`config.mk`:
```
export PLATFORM = sky130hd
export DESIGN_NAME = oled_quiesce_seq
export DESIGN_NICKNAME = d
export VERILOG_FILES = /design/src/rtl/oled_cmd_pkg.sv /design/src/rtl/qs_cycle_timer.sv /design/src/rtl/oled_quiesce_seq.sv
export SDC_FILE = /design/constraint.sdc
export NUM_CORES = 1
export LEC_CHECK = 0
export BUFFER_PORTS_ARGS = -buffer_cell sky130_fd_sc_hd__buf_2
export CAP_MARGIN = 15
export CORE_MARGIN = 4
export CORE_UTILIZATION = 35
export DETAILED_ROUTE_END_ITERATION = 12
export PLACE_DENSITY = 0.5
export SLEW_MARGIN = 40
export SYNTH_ARGS = -nofsm -noshare
export SYNTH_HDL_FRONTEND = slang
export SYNTH_HIERARCHICAL = 1
export SYNTH_SLANG_ARGS = --single-unit
```
`constraint.sdc`:
```
create_clock -name clk -period 2.6 [get_ports clk]
set_input_delay 0.65 -clock clk [delete_from_list [all_inputs] [get_ports clk]]
set_output_delay 0.65 -clock clk [all_outputs]
set_load 0.02 [all_outputs]
```
`src/rtl/oled_cmd_pkg.sv`:
```
// rtl/oled_cmd_pkg.sv - SSD1306 command constants, sequencer state type and ROM helpers
package oled_cmd_pkg;

    localparam logic [7:0] OLED_DISP_OFF      = 8'hAE;
    localparam logic [7:0] OLED_CHG_PUMP      = 8'h8D;
    localparam logic [7:0] OLED_CHG_PUMP_OFF  = 8'h10;
    localparam logic [7:0] OLED_NOP           = 8'hE3;
    localparam logic [7:0] OLED_SET_COL_ADDR  = 8'h21;
    localparam logic [7:0] OLED_COL_START     = 8'h00;
    localparam logic [7:0] OLED_COL_END       = 8'h7F;
    localparam logic [7:0] OLED_SET_PAGE_ADDR = 8'h22;
    localparam logic [7:0] OLED_PAGE_START    = 8'h00;
    localparam logic [7:0] OLED_PAGE_END      = 8'h07;

    localparam int WIN_BYTES = 6;

    typedef enum logic [2:0] {
        S_PWRUP,
        S_ISSUE,
        S_GAP,
        S_WAIT,
        S_CLEAR,
        S_DONE
    } qs_state_t;

    // Entries past the shutdown triple are NOPs so a larger NUM_CMDS stays harmless.
    function automatic logic [7:0] default_rom(input logic [3:0] idx);
        case (idx)
            4'd0:    return OLED_DISP_OFF;
            4'd1:    return OLED_CHG_PUMP;
            4'd2:    return OLED_CHG_PUMP_OFF;
            default: return OLED_NOP;
        endcase
    endfunction

    // Window-set commands first, then the zero fill for the whole GDDRAM.
    function automatic logic [7:0] clear_byte(input logic [10:0] n);
        case (n)
            11'd0:   return OLED_SET_COL_ADDR;
            11'd1:   return OLED_COL_START;
            11'd2:   return OLED_COL_END;
            11'd3:   return OLED_SET_PAGE_ADDR;
            11'd4:   return OLED_PAGE_START;
            11'd5:   return OLED_PAGE_END;
            default: return 8'h00;
        endcase
    endfunction

endpackage

```
`src/rtl/qs_cycle_timer.sv`:
```
// rtl/qs_cycle_timer.sv - loadable down-counter with zero flag, shared by power-up and gap waits
module qs_cycle_timer #(
    parameter int             W           = 8,
    parameter logic [W-1:0]   RESET_VALUE = '0
) (
    input  logic         clk,
    input  logic         rst_n,
    input  logic         load,
    input  logic [W-1:0] load_value,
    output logic         zero
);

    logic [W-1:0] cnt;

    always_ff @(posedge clk) begin
        if (!rst_n) begin
            cnt <= RESET_VALUE;
        end else if (load) begin
            cnt <= load_value;
        end else if (cnt != '0) begin
            cnt <= cnt - 1'b1;
        end
    end

    assign zero = (cnt == '0);

endmodule

```
`src/rtl/oled_quiesce_seq.sv`:
```
// rtl/oled_quiesce_seq.sv - power-up wait then SSD1306 shutdown command stream to i2c_master
// Optional GDDRAM clear after the commands: define OLED_CLEAR_EN.
module oled_quiesce_seq
    import oled_cmd_pkg::*;
#(
    parameter int PWRUP_CYCLES = 12_000_000,
    parameter int GAP_CYCLES   = 10,
    parameter int NUM_CMDS     = 3,
    parameter int CLEAR_BYTES  = 1024
) (
    input  logic       clk,
    input  logic       rst_n,
    input  logic       trigger,
    input  logic       i2c_busy,
    output logic       i2c_start,
    output logic       i2c_dcn,
    output logic [7:0] i2c_data,
    output logic       active,
    output logic       done,
    output logic [3:0] cmd_idx
);

    localparam int         TW       = $clog2(PWRUP_CYCLES + GAP_CYCLES + 2);
    localparam logic [3:0] LAST_IDX = 4'(NUM_CMDS - 1);

    if (NUM_CMDS < 1 || NUM_CMDS > 16) begin : g_bad_num_cmds
        $error("oled_quiesce_seq: NUM_CMDS must be in 1..16");
    end
    if (GAP_CYCLES < 1) begin : g_bad_gap
        $error("oled_quiesce_seq: GAP_CYCLES must be >= 1");
    end
    if (CLEAR_BYTES < 1 || CLEAR_BYTES > 1024) begin : g_bad_clear
        $error("oled_quiesce_seq: CLEAR_BYTES must be in 1..1024");
    end

    qs_state_t  state, state_n;
    logic [3:0] idx, idx_n;
    logic       timer_load, timer_zero;
    logic [7:0] data_q;
    logic       dcn_q;
    logic [3:0] cmd_idx_q;

`ifdef OLED_CLEAR_EN
    localparam logic [10:0] CLR_LAST = 11'(WIN_BYTES + CLEAR_BYTES - 1);
    logic [10:0] clr_cnt, clr_cnt_n;
    logic        clr_phase, clr_phase_n;
`endif

    qs_cycle_timer #(
        .W          (TW),
        .RESET_VALUE(TW'(PWRUP_CYCLES))
    ) u_timer (
        .clk       (clk),
        .rst_n     (rst_n),
        .load      (timer_load),
        .load_value(TW'(GAP_CYCLES - 1)),
        .zero      (timer_zero)
    );

    always_comb begin
        state_n    = state;
        idx_n      = idx;
        timer_load = 1'b0;
`ifdef OLED_CLEAR_EN
        clr_cnt_n   = clr_cnt;
        clr_phase_n = clr_phase;
`endif
        case (state)
            S_PWRUP: if (timer_zero) state_n = S_ISSUE;
            S_ISSUE: begin
                state_n    = S_GAP;
                timer_load = 1'b1;
            end
            S_GAP:   if (timer_zero) state_n = S_WAIT;
            S_WAIT: begin
                if (i2c_busy) begin
                    state_n    = S_GAP;
                    timer_load = 1'b1;
`ifdef OLED_CLEAR_EN
                end else if (clr_phase) begin
                    if (clr_cnt == CLR_LAST) begin
                        state_n = S_DONE;
                    end else begin
                        clr_cnt_n = clr_cnt + 11'd1;
                        state_n   = S_CLEAR;
                    end
`endif
                end else if (idx < LAST_IDX) begin
                    idx_n   = idx + 4'd1;
                    state_n = S_ISSUE;
                end else begin
`ifdef OLED_CLEAR_EN
                    clr_phase_n = 1'b1;
                    clr_cnt_n   = '0;
                    state_n     = S_CLEAR;
`else
                    state_n = S_DONE;
`endif
                end
            end
`ifdef OLED_CLEAR_EN
            S_CLEAR: begin
                state_n    = S_GAP;
                timer_load = 1'b1;
            end
`endif
            S_DONE: begin
                if (trigger) begin
                    idx_n   = '0;
                    state_n = S_ISSUE;
`ifdef OLED_CLEAR_EN
                    clr_phase_n = 1'b0;
`endif
                end
            end
            default: state_n = S_PWRUP;
        endcase
    end

    // Byte registers load on entry to an issue state so they hold through the handshake.
    always_ff @(posedge clk) begin
        if (!rst_n) begin
            state     <= S_PWRUP;
            idx       <= '0;
            data_q    <= '0;
            dcn_q     <= 1'b0;
            cmd_idx_q <= '0;
`ifdef OLED_CLEAR_EN
            clr_cnt   <= '0;
            clr_phase <= 1'b0;
`endif
        end else begin
            state <= state_n;
            idx   <= idx_n;
`ifdef OLED_CLEAR_EN
            clr_cnt   <= clr_cnt_n;
            clr_phase <= clr_phase_n;
            if (state_n == S_CLEAR) begin
                data_q <= clear_byte(clr_cnt_n);
                dcn_q  <= (clr_cnt_n >= 11'(WIN_BYTES));
            end
`endif
            if (state_n == S_ISSUE) begin
                data_q    <= default_rom(idx_n);
                dcn_q     <= 1'b0;
                cmd_idx_q <= idx_n;
            end
        end
    end

    assign i2c_start = (state == S_ISSUE) || (state == S_CLEAR);
    assign i2c_dcn   = dcn_q;
    assign i2c_data  = data_q;
    assign cmd_idx   = cmd_idx_q;
    assign done      = (state == S_DONE);
    assign active    = (state != S_PWRUP) && (state != S_DONE);

endmodule
```
After elaboration in Yosys (flattened, before gate mapping)

Cells that the tools add are included.

Flip-flop bits (word level): 43
Word-level logic and storage cells: 43
Output and inout bits: 16

Order comparisons: 1
Reduce and logical (&&, ||, !) cells: 9
Bitwise logic cells: 1
Add/subtract/negate cells: 2
Equality and inequality tests: 9
Muxes and demuxes: 15

Operator list:

| kind                                                                          | number |
|---|---|
| 24-bit 2-to-1 mux                                                             | 2 |
| 24-bit zero test                                                              | 1 |
| 8-bit one-hot mux with 3 select lines                                         | 1 |
| 24-bit nonzero test                                                           | 1 |
| 24-bit by 1-bit subtractor with 24-bit output (second input constant)         | 1 |
| 3-bit 2-to-1 mux                                                              | 5 |
| 3-bit one-hot mux with 5 select lines                                         | 1 |
| 4-bit 2-to-1 mux                                                              | 3 |
| 4-bit one-hot mux with 2 select lines                                         | 1 |
| 3-bit by 1-bit == test with 1-bit output (second input constant)              | 2 |
| 3-bit by 2-bit == test with 1-bit output (second input constant)              | 2 |
| 3-bit == test (second input constant)                                         | 2 |
| 4-bit by 1-bit adder with 4-bit output (second input constant)                | 1 |
| 4-bit by 1-bit == test with 1-bit output (second input constant)              | 1 |
| 4-bit by 2-bit == test with 1-bit output (second input constant)              | 1 |
| 4-bit zero test                                                               | 1 |
| 4-bit by 2-bit less-than comparator with 1-bit output (second input constant) | 1 |
| 3-bit zero test                                                               | 1 |
| 3-bit inequality test (second input constant)                                 | 1 |
| 3-bit nonzero test                                                            | 1 |
| 1-bit one-hot mux with 2 select lines                                         | 1 |
| 2-bit nonzero test                                                            | 1 |
| 2-bit OR reduction                                                            | 1 |
| 1-bit logical AND                                                             | 1 |
| other kinds (3)                                                               | 3 |

Logic depth before layout (Yosys ltp)

Depth after elaboration: 6
Depth in mapped cells: 12

Cells and area by module

Netlist, hierarchy kept.

By module, submodules not included:

| module           | times used | sequential area each (um2) | area an instance (um2) | cells an instance |
|---|---|---|---|---|
| qs_cycle_timer   | 1          | 480.5                      | 1402.6                 | 166 |
| oled_quiesce_seq | 1          | 340.3                      | 879.6                  | 90 |

Least setup slack after synthesis

No wires, ideal clock.

Kind: register to register
From: register u_timer.cnt[5]
To: register data_q[0] (netlist: i2c_data[0])
Data arrival time: 2.698 ns
Path buffers: 3
Cell stages (with the launch flop): 12
Required time: 2.484 ns
Clock period less this slack: 2.814 ns
Slack: -0.214 ns
Path through: dfxtp_1 -> or4_4 -> or4_4 -> buf_6 -> nor2_1 -> or3b_1 -> a21oi_1 -> o21a_1 -> buf_6 -> buf_12 -> nand3_1 -> o211a_1

Longest elaborated chain between the ends: 4
Elaborated cells on any way between the ends: 5
Those cells by class: eq/ne (1); mux (3); reduce/logical (1)

Ends and longest elaborated chain:

| item                                         | RTL line                                       | RTL |
|---|---|---|
| start, declared                              | qs_cycle_timer.sv:13                           | `logic [W-1:0] cnt;` |
| start signal, assigned                       | qs_cycle_timer.sv:19                           | `cnt <= load_value;` |
| start signal, assigned                       | qs_cycle_timer.sv:21                           | `cnt <= cnt - 1'b1;` |
| 24-bit zero test (*)                         | qs_cycle_timer.sv:25                           | `assign zero = (cnt == '0);` |
| via timer_zero                               | oled_quiesce_seq.sv:38                         | `logic timer_load, timer_zero;` |
| 3-bit 2-to-1 mux, on equally long branches   | oled_quiesce_seq.sv:74, oled_quiesce_seq.sv:69 |  |
| 3-bit one-hot mux with 5 select lines (*)    | oled_quiesce_seq.sv:68                         | `case (state)` |
| 3-bit by 1-bit == test with 1-bit output (*) | oled_quiesce_seq.sv:143                        | `if (state_n == S_ISSUE) begin` |
| end signal, assigned                         | oled_quiesce_seq.sv:144                        | `data_q <= default_rom(idx_n);` |
| end, declared                                | oled_quiesce_seq.sv:39                         | `logic [7:0] data_q;` |

The timed path passes the listed nets; every way through them passes the cells marked *.
A chain may end at the register's enable or synchronous reset.

Worst setup path in the final report

From: register u_timer.cnt[8]
To: register data_q[7] (netlist: i2c_data[7])

Same word-level chain as after synthesis.

==> flow_summary.toml <==
[outcome]
outcome = "completed"

[timing]
slew-limit-headroom = 0.594
setup_viol = 0
rsz0062_at_grt = "true"
slew_viol_final = 0
fin_crit_sh = 0.997
finalHoldViolations = 0
tightest_slew_ps = 602
worst_slack_ps = 8.90
clock.fmax_mhz = 386
min_period_ps = 2590
fin_skew_ps = 6.82

[floorplan]
ios = 20
die_area_um2 = 7880
die_h_um = 88.8
core_area_um2 = 6350
die_w_um = 88.8
start_util = 0.359
rows = 29

[drt]
antenna_left = 0
via_per_inst = 4.90
routedWlPerCell_um = 12.9
first_pass_iters = 4
drt-total-wl_um = 4960
drtIter0Drc = 69
vias = 1876
drc = 0

[worst_setup_path]
worstPathRequired_ps = 2800
slowest_delay_ps = 540
critPathArrivalTime_ps = 2790
crit_chain = "or4_4 > or4_4 > nor2_4 > or3b_1 > a21oi_2 > o21a_2 > buf_12 > nand4_1 > o211a_1"
crit_top_cell = "or4_4"
crit_cells = 9
reg2regPathDepth = 9
path_buf_inv = 1
cp_max_fo = 8
crit_type = "flop to flop"
r2r_slack_ps = 9
r2r_end = "i2c_data[7]$_SDFFE_PN0N_"
worstSetupEndpointType = "flop"
start_kind = "flop"
slowest_stage = "or4_4"
crit_family = "simple AND/OR/NAND/NOR gates"
r2r_start = "u_timer/cnt[8]$_SDFFE_PN1P_"

[grt]
grt_pass1_vias = 1740
grt_pass1_wl_um = 8230
grt_usage = 0.136
grt_max_degree = 34
antenna_found_initial = 0
grt-ovfl-total = 0

[place]
preCtsSetupSlack_ps = 14.4
port_buffers = 18
hpwl_um = 3430
place_area_um2 = 2560
dp.cells = 371
gp_congestion = 0.745

[yosys]
synth_edf_count = 0
syn_avg_cell_area_um2 = 8.91
postSynthCellCount = 256
async_reset_ff_frac = 0
synth_area_um2 = 2280
synth_seq_cells = 41
yosys_warnings = 6
synthDistinctLibCells = 59
yosys.area.top_type_share = 0.360
synth-seq-area-share = 0.360
synth_ff_type = "dfxtp_1"
synth_top_area_cell = "dfxtp_1"
synth.area.top_cells = "dfxtp_1, xnor2_1, nand2_1"

[worst_hold_path]
min_to = "cmd_idx[3]$_SDFFE_PN0N_"
holdCritPathClass = "flop to flop"
hold_depth = 2
min_from = "cmd_idx[3]$_SDFFE_PN0N_"

[finish]
layout.nets = 311
final_cell_mix = "dfxtp_1, nand2_1, conb_1"
num_antenna_cells = 0
instances_no_fill = 383
layout.cell_area.non_filler_um2 = 2710
area_delta_synth_final_pct = 18.9
drive_gt1_frac = 0.239
layout_commonest_cell = "dfxtp_1"
postLayoutCoreUtil = 0.427
num-fill-cells = 634

[clocking]
cts.clk_slew.worst_paths_ps = 90
clockBufferDepth = 2
clock_latency_ps = 290
h-tree-depth = 2
cts_made_buffers = 5
clockRootBuffer = "clkbuf_8"
cts_tree = "yes"
hold_buffers = 0
clock-sinks = 41

[power_and_ir_drop]
power_density_nw_per_um2 = 495
leakage_nw = 1.04
power_mw = 1.34
ir_worst_vdd_uv = 340

[run]
cap_violations = 0
## metrics by stage
| step | hold WS [ps] | setup TNS, ps |
|---|---|---|
| 2_1_floorplan | 474 | -55.0 |
| 3_3_place_gp | 455 | 0 |
| 3_5_place_dp | 458 | 0 |
| 4_1_cts | 471 | 0 |
| 5_1_grt | 488 | -727 |
| 6_report | 465 | 0 |
## routing by layer
layer	global-route usage	vias to the layer above	part of all wire
met5	0	-	0
met4	0.0536	0	0.019
met3	0.0279	9	0.033
met2	0.226	33	0.47
met1	0.171	848	0.48
li1	-	986	-
## kinds of logic after synthesis
| group | after synthesis | share of synthesized area |
|---|---|---|
| AND/OR/NAND/NOR | 123 | 0.328 |
| AO/OA/AOI/OAI | 45 | 0.141 |
| flip-flops | 41 | 0.360 |
| XOR/XNOR | 20 | 0.0768 |
| buffers and inverters | 20 | 0.0663 |
| multiplexers | 3 | 0.0137 |
| adder cells (fa/ha/maj) | 2 | 0.0110 |
| other | 2 | 0.00329 |
## state kept, by name (all words and copies together) (netlist names)
signal,count
u_timer/cnt,24
state,3
i2c_data,6
idx,4
cmd_idx,4
## area by class of cell
type | count | area, um^2 | share of cell area
tap | 77 | 96.3 | 0.0355
timing repair buffer | 35 | 273 | 0.101
clock inverter | 3 | 17.5 | 0.00646
inverter | 4 | 15.0 | 0.00554
sequential | 41 | 823 | 0.304
multi-input combinational | 218 | 1420 | 0.523
clock buffer | 5 | 68.8 | 0.0254
## worst max path at each step
| stage | start | to | slack, ps |
|---|---|---|---|
| 4_1_cts | u_timer/cnt[8]$_SDFFE_PN1P_ | i2c_data[7]$_SDFFE_PN0N_ | 10 |
| 6_report | u_timer/cnt[8]$_SDFFE_PN1P_ | i2c_data[7]$_SDFFE_PN0N_ | 9 |
| 3_5_place_dp | u_timer/cnt[8]$_SDFFE_PN1P_ | i2c_data[7]$_SDFFE_PN0N_ | 10 |
| 2_1_floorplan | u_timer/cnt[8]$_SDFFE_PN1P_ | i2c_data[0]$_SDFFE_PN0N_ | -40 |
| 3_3_place_gp | u_timer/cnt[8]$_SDFFE_PN1P_ | i2c_data[7]$_SDFFE_PN0N_ | 50 |
| 5_1_grt | u_timer/cnt[8]$_SDFFE_PN1P_ | i2c_data[7]$_SDFFE_PN0N_ | -110 |
## worst reg2reg max path, stage by stage, from the launching register on
cell and delay [ps]:
dfxtp_2 330, or4_4 540, or4_4 450, nor2_4 100
or3b_1 360, a21oi_2 120, o21a_2 200, buf_12 130
nand4_1 100, o211a_1 170
## synth_stat cells, drive strengths merged, types with 2 or more instances
cell,number
a211oi,2
a21boi,4
a21oi,4
a22oi,3
a31oi,2
and2,4
and3,3
and3b,2
buf,9
clkbuf,6
conb,2
dfxtp,41
ha,2
inv,4
mux2i,2
nand2,31
nand2b,5
nand3,9
nand4,5
nor2,16
nor2b,8
nor3,17
nor3b,3
nor4,4
o211a,3
o211ai,9
o21ai,12
o31ai,2
or3,4
or4,6
xnor2,17
xor2,3
## timing repair
item                       in CTS  in global routing
setup endpoints to repair       0                 10
buffers inserted                0                  3
resized for setup               0                  3
## power by group
group / internal (mW) / total, mW / switching, mW
sequential: 0.663 / 0.688 / 0.0251
clock: 0.186 / 0.418 / 0.233
combinational: 0.0980 / 0.237 / 0.139
No activity file was read; power rests on OpenSTA's default activity.
